**src/rtl/mux_rr_arbiter.sv**
```systemverilog
// Two-requester round-robin arbiter driving the shared WIDTH-bit 2:1 output mux.
// Grants are bounded to MAX_BURST beats per tenure; handover has no idle bubble.

module muxb_lane (
  input  logic a,
  input  logic b,
  input  logic s,
  output logic y
);
  assign y = s ? b : a;
endmodule

module mux_rr_arbiter #(
  parameter int WIDTH     = 4,
  parameter int MAX_BURST = 4
) (
  input  logic             clk,
  input  logic             rst_n,
  input  logic             req0,
  input  logic             req1,
  input  logic [WIDTH-1:0] d0,
  input  logic [WIDTH-1:0] d1,
  input  logic             out_ready,
  output logic             gnt0,
  output logic             gnt1,
  output logic             sel,
  output logic [WIDTH-1:0] y,
  output logic             out_valid,
  output logic [3:0]       beat_cnt
);

  typedef enum logic [1:0] {IDLE, G0, G1} state_t;

  localparam logic [3:0] LAST_BEAT = 4'(MAX_BURST - 1);

  state_t     state, state_nxt;
  logic       last, last_nxt;
  logic       sel_q, sel_nxt;
  logic [3:0] cnt, cnt_nxt;
  logic       xfer;

  assign gnt0      = (state == G0);
  assign gnt1      = (state == G1);
  assign sel       = sel_q;
  assign beat_cnt  = cnt;
  assign out_valid = (gnt0 & req0) | (gnt1 & req1);
  assign xfer      = out_valid & out_ready;

  for (genvar i = 0; i < WIDTH; i++) begin : g_lane
    muxb_lane u_lane (
      .a (d0[i]),
      .b (d1[i]),
      .s (sel_q),
      .y (y[i])
    );
  end

  always_ff @(posedge clk) begin
    if (!rst_n) begin
      state <= IDLE;
      last  <= 1'b1;
      sel_q <= 1'b0;
      cnt   <= '0;
    end else begin
      state <= state_nxt;
      last  <= last_nxt;
      sel_q <= sel_nxt;
      cnt   <= cnt_nxt;
    end
  end

  always_comb begin
    state_nxt = state;
    last_nxt  = last;
    cnt_nxt   = cnt;
    sel_nxt   = sel_q;
    case (state)
      IDLE: begin
        cnt_nxt = '0;
        // on a tie the requester that was not granted last wins
        if (req0 && (!req1 || last)) state_nxt = G0;
        else if (req1)               state_nxt = G1;
      end
      G0: begin
        if (!req0 || (xfer && cnt == LAST_BEAT)) begin
          last_nxt = 1'b0;
          cnt_nxt  = '0;
          if (req1)      state_nxt = G1;
          else if (req0) state_nxt = G0;
          else           state_nxt = IDLE;
        end else if (xfer) begin
          cnt_nxt = cnt + 4'd1;
        end
      end
      G1: begin
        if (!req1 || (xfer && cnt == LAST_BEAT)) begin
          last_nxt = 1'b1;
          cnt_nxt  = '0;
          if (req0)      state_nxt = G0;
          else if (req1) state_nxt = G1;
          else           state_nxt = IDLE;
        end else if (xfer) begin
          cnt_nxt = cnt + 4'd1;
        end
      end
      default: begin
        state_nxt = IDLE;
        cnt_nxt   = '0;
      end
    endcase
    // select only moves with a grant; IDLE keeps the previous path
    if (state_nxt == G0)      sel_nxt = 1'b0;
    else if (state_nxt == G1) sel_nxt = 1'b1;
  end

endmodule

```
**config.mk**
```make
export PLATFORM = sky130hd
export DESIGN_NAME = mux_rr_arbiter
export DESIGN_NICKNAME = d
export VERILOG_FILES = /design/src/rtl/mux_rr_arbiter.sv
export SDC_FILE = /design/constraint.sdc
export NUM_CORES = 1
export LEC_CHECK = 0
export ABC_CLOCK_PERIOD_IN_PS = 2000
export CAP_MARGIN = 20
export CORE_MARGIN = 5
export CORE_UTILIZATION = 41
export CTS_CLUSTER_DIAMETER = 120
export DETAILED_ROUTE_END_ITERATION = 10
export PLACE_DENSITY_LB_ADDON = 0.15
export SLEW_MARGIN = 5
export SYNTH_ARGS = -nofsm -noshare
export SYNTH_HDL_FRONTEND = slang
export SYNTH_SLANG_ARGS = --single-unit
```
**constraint.sdc**
```tcl
create_clock -name clk -period 2 [get_ports clk]
set_clock_uncertainty 0.05 [all_clocks]
set_input_delay 0.3 -clock clk [delete_from_list [all_inputs] [get_ports clk]]
set_output_delay 0.3 -clock clk [all_outputs]
set_load 0.05 [all_outputs]
```
Word level (Yosys, flattened, before mapping):

Cells that the tools add are included.

* output and inout bits: 12
* input bits: 13
* logic and storage cells: 48
* flip-flop bits (word level): 8

* reduce and logical (&&, ||, !) cells: 11
* equality and inequality tests: 7
* muxes and demuxes: 20
* bitwise gates (word level): 5
* add/sub/neg operators: 1

Operator list (number)
* $mux 2: 7
* $mux 4: 3
* $pmux 4 s2: 1
* $mux 1: 7
* $pmux 2 s3: 1
* $add 4x1->4 const B: 1
* $eq 2x1->1 const B: 2
* $eq 2x2->1 const B: 2
* $eq 4x2->1 const B: 1
* $ne 2x1->1 const B: 2
* $and 1x1->1: 3
* $logic_or 1x1->1: 3
* $reduce_and 3->1: 1
* $logic_and 1x1->1: 2
* $logic_not 1->1: 2
* $logic_not 2->1: 1
* $pmux 1 s2: 1
* $reduce_bool 2->1: 1
* $reduce_or 2->1: 1
* $not 1->1: 1
* $or 1x1->1: 1

Logic depth before layout (Yosys ltp):

Gate-level depths: netlist of the first run.

* depth in word-level cells: 10
* depth in mapped cells: 7
* gate-level depth less buffers: 7

By module:

Synthesis of the first run repeated with hierarchy kept, for this count alone.

* cells, all modules: 64
* area total of the unflattened synthesis: 595.6 µm²

Modules (own cells, without submodules)
* mux_rr_arbiter: cells each 60, instances 1, seq. area each 160.2 µm², area an instance 535.5 µm²
* muxb_lane: cells each 1, instances 4, seq. area each 0.0 µm², area an instance 15.0 µm²

Worst setup path after synthesis of the first run:

No wires, ideal clock.

* path kind: reg2reg
* start: register cnt[0], in the netlist beat_cnt[0]
* end: register sel_q, in the netlist sel
* path buffers: 0
* clock period less this slack: 2.099 ns
* cell stages (with the launch flop): 7
* arrival time: 1.923 ns
* data required time: 1.824 ns
* setup time: 0.126 ns
* setup slack: -0.099 ns
* path through: dfxtp_1 ha_1 nand4bb_4 nand2_1 mux2_2 a221oi_2 o31ai_2

* word-level cells in the longest chain between the ends: 7
* elaborated cells on any way between the ends: 10
* those cells by class: 3 x eq/ne; 3 x mux; 4 x reduce/logical

Ends and longest elaborated chain
* from (decl): RTL line 39 `logic [3:0] cnt, cnt_nxt;`
* from (signal assigned): RTL line 68 `cnt <= cnt_nxt;`
* $eq 4x2->1 (*): RTL line 85, 96
* $logic_and 1x1->1 (*): RTL line 85, 96
* $logic_or 1x1->1, on equally long branches: RTL line 96, 85
* $mux 2, on equally long branches: RTL line 96, 85
* $pmux 2 s3 (*): RTL line 77 `case (state)`
* $eq 2x1->1: RTL line 112 `if (state_nxt == G0) sel_nxt = 1'b0;`
* $reduce_or 2->1 (no source line)
* to (signal assigned): RTL line 67 `sel_q <= sel_nxt;`
* to (decl): RTL line 38 `logic sel_q, sel_nxt;`

Mark *: on every way between the ends. The rest lies on a longest branch, timed or not.
A chain may end at the register's enable or synchronous reset.

Final worst setup path of the first run:

* start: register state[0]
* end: output out_valid

* word-level cells in the longest chain between the ends: 3
* elaborated cells on any way between the ends: 5
* those cells by class: 2 x eq/ne; 3 x bitwise

Ends and longest elaborated chain
* from (decl): RTL line 36 `state_t state, state_nxt;`
* from (signal assigned): RTL line 65 `state <= state_nxt;`
* $eq 2x1->1 / $eq 2x2->1 (equally long branches): RTL line 42, 43
* $and 1x1->1: RTL line 46 `assign out_valid = (gnt0 & req0) | (gnt1 & req1);`
* $or 1x1->1 (*): RTL line 46
* to (decl): RTL line 28 `output logic out_valid,`

Marked as above.

==> results of run 1 <==
==> critical path, cell delays in order, from the launching register on <==
cell,delay [ps]
dfxtp_1,410
inv_1,90
ha_2,230
a22o_4,260
buf_4,160
buf_12,140
==> final cells by class <==
type | count | area share [%]
Clock buffer | 3 | 2.37
Inverter | 5 | 1.97
Multi-Input combinational cell | 51 | 43.6
Sequential cell | 8 | 17.1
Tap cell | 16 | 2.11
Timing Repair Buffer | 28 | 32.9
==> sequential cells by signal (all words and copies together), names as in the netlist <==
name	flops
beat_cnt	4
state	2
last	1
sel	1
==> per-stage QoR <==
step	cells	setup TNS (ps)
2_1_floorplan	68	0
3_3_place_gp	108	0
3_5_place_dp	108	-27.1
4_1_cts	111	0
5_1_grt	111	0
6_report	111	0
==> routing by layer <==
layer	part of all wire, %	vias up	global-route usage, %
met5	0	-	0
li1	-	294	-
met4	1.7	0	6.28
met3	6.9	4	6.44
met2	50	16	22.8
met1	41	278	14.3
==> report_power, final <==
| group | internal [µW] | switching, µW | total, µW | leakage (µW) |
|---|---|---|---|---|
| Clock | 68.9 | 58.2 | 127 | 0.0000138 |
| Combinational | 198 | 241 | 439 | 0.000304 |
| Sequential | 179 | 25.1 | 204 | 0.0000663 |
| Total | 446 | 325 | 771 | 0.000384 |
==> repair_timing <==
item                       CTS  global route
resized for setup            0             1
setup endpoints to repair    0             1
setup buffers                0             0
hold endpoints to repair     0             0
==> logic make-up (layout without fill, tap and decap cells) <==
logic type / after synthesis / count (layout)
DFF: 8 / 8
muxes: 6 / 6
AOI/OAI and AO/OA: 14 / 14
adders and majority gates: 5 / 5
xor gates and xnor gates: 2 / 2
buffers and inverters: 9 / 36
and+or+nand+nor: 24 / 24
==> how the worst max path moves through the flow <==
stage                         from         to  slack (ps)  cells past startpoint
final                     state[0]  out_valid         110                      5
after global routing      state[0]        sel          20                      7
after CTS                 state[0]  out_valid         110                      5
after detailed placement      req0        sel         -30                      6
after global placement        req0        sel          20                      6
after floorplan           state[0]        sel          60                      7
==> layout by cell type (no fill, tap or decap), drive strengths merged <==
cell type	Yosys	routed
o31ai	1	1
ha	5	5
mux2	5	5
nand4bb	1	1
inv	5	5
a22o	1	1
nand4	1	1
buf	4	12
a221oi	1	1
a21oi	4	4
nand2	9	9
clkbuf	0	3
clkdlybuf4s50	0	16
dfxtp	8	8
and3	2	2
o21ai	3	3
o211ai	3	3
nand2b	1	1
nor2	4	4
or3	1	1
nand3	4	4
xor2	2	2
mux2i	1	1
nand3b	1	1
a211oi	1	1
==> results by group, run 1 <==
Status
  – Status: finished, final reports clean

Clocking
  – CTS clk-pin slew, worst paths: 60 ps
  – Worst-Skew Late Latency: 260 ps
  – CTS sink count: 8
  – Max H-tree Level: 1
  – Post-CTS Hold Buffers: 0
  – Root Buffer: clkbuf_4
  – TritonCTS clock tree: yes
  – CTS Buf Count: 3
  – CTS Buffer Depth: 2

Timing
  – Tmin final: 1890 ps
  – Worst Tran Pin Value: 507 ps
  – Unrepaired setup endpoints after global routing: no
  – Setup violators final: 0
  – Fin worst setup slack: 108 ps
  – Slew Limit Fails: 0
  – Final hold viol count: 0
  – Slew headroom: 66.1%
  – Fin crit share: 94.6%
  – Peak Freq: 529 MHz
  – Final Hold Slack: 431 ps

Global route
  – Congestion Overflow GR: 0
  – Total track usage: 13.6%
  – Largest net degree at the start of global routing: 9
  – First-pass GRT wire length: 2550 µm
  – Initial antenna violation count: 0
  – Vias in the first global route: 608

Placement
  – Port bufs: 24
  – Detailed placer's ending HPWL: 1300 µm
  – Worst slack at placement: -27.1 ps
  – Placer Congestion: 0.827
  – Placed cell area: 921 µm²

Floorplan
  – Core area: 1450 µm²
  – Site row count: 14
  – Top-Level Pins: 25
  – Starting Density: 42.0%
  – Die H: 48.6 µm
  – Die area: 2360 µm²
  – Die width: 48.6 µm

Route
  – 1st-iter DRT viols: 5
  – # DRC: 0
  – DR vias: 592
  – Routed Antenna Nets: 0
  – DRT Wirelength: 1550 µm
  – Routed length per placed instance: 13.9 µm
  – Drt pass-1 iters: 5
  – Vias per cell: 5.33

Synth
  – Synthesized area: 611 µm²
  – Synth Warn #: 0
  – Main combinational cell family by area after synthesis: simple AND/OR/NAND/NOR gates
  – Fraction of registers with async set/reset: 0%
  – Post-Synth XOR/XNOR Area: 2.87%
  – Post-synth EDFFs: 0
  – Yosys top cell area share: 26.2%
  – Syn Inst Count: 68
  – Count leader, synth: nand2_1
  – Post-synthesis sequential area ratio: 26.2%
  – Syn Area/Cell: 8.98 µm²
  – Post-Synth Adder-Cell Area: 10.2%
  – Synth area leaders: dfxtp_1 (26%), ha_1 (10%), mux2_2 (9.2%)
  – Multiplexer share of the synthesized area: 10.9%
  – Top FF cell, synth: dfxtp_1
  – Synth Area in Compound Gates: 18.9%
  – Simple-gate share of the synthesized area: 23.0%
  – Area leader, netlist: dfxtp_1
  – Syn Nets: 86
  – Synth cell count leaders: nand2_1 (9), dfxtp_1 (8), ha_1 (5), inv_1 (5), mux2_2 (5)
  – Flip-flop and latch count after synthesis: 8
  – Cell variety after synth: 24

Worst setup path
  – End of the worst register-to-register path: sel
  – R2R depth: 7
  – FF-to-FF Start: state[0]
  – Startpoint type of the worst setup path: flop
  – Kind of critical path: flop to primary output
  – Crit path DAT: 1540 ps
  – Required time of the critical path: 1650 ps
  – Crit. End Element: primary output
  – Worst R2R Setup Slack: 160 ps
  – CP Max Fanout: 6

Cells and area
  – Share of cells above drive strength 1: 31.6%
  – Final instance area: 951 µm²
  – ANT cells: 0
  – Area grow syn2layout: 55.7%
  – NumNets Final: 115
  – Core Util, Final: 65.4%
  – Register area: 163 µm²
  – FILL cells: 131
  – Footprint of the multi-input gates: 414 µm²

Job
  – Max Cap Violations: 0

Power
  – LEAKAGE: 0.000384 µW
  – PD cells: 811 nW/µm²
  – Power consumption: 771 µW
  – Max IR drop VDD: 0.465 mV

Worst hold path
  – WHS Endpoint: beat_cnt[1]
  – WHS Path Cells: 2
  – Min-delay src: beat_cnt[1]
  – Hold Path Class: flop to flop
No activity file was read; power rests on OpenSTA's default activity.
==> run 2: changes to the inputs <==
--- a/config.mk
+++ b/config.mk
@@ -5,6 +5,7 @@
 export SDC_FILE = /design/constraint.sdc
 export NUM_CORES = 1
 export LEC_CHECK = 0
+export ABC_AREA = 0
 export ABC_CLOCK_PERIOD_IN_PS = 2000
 export CAP_MARGIN = 20
 export CORE_MARGIN = 5
==> results of run 2 <==
No change in the layout: final DEF, timing and power equal those of run 1.
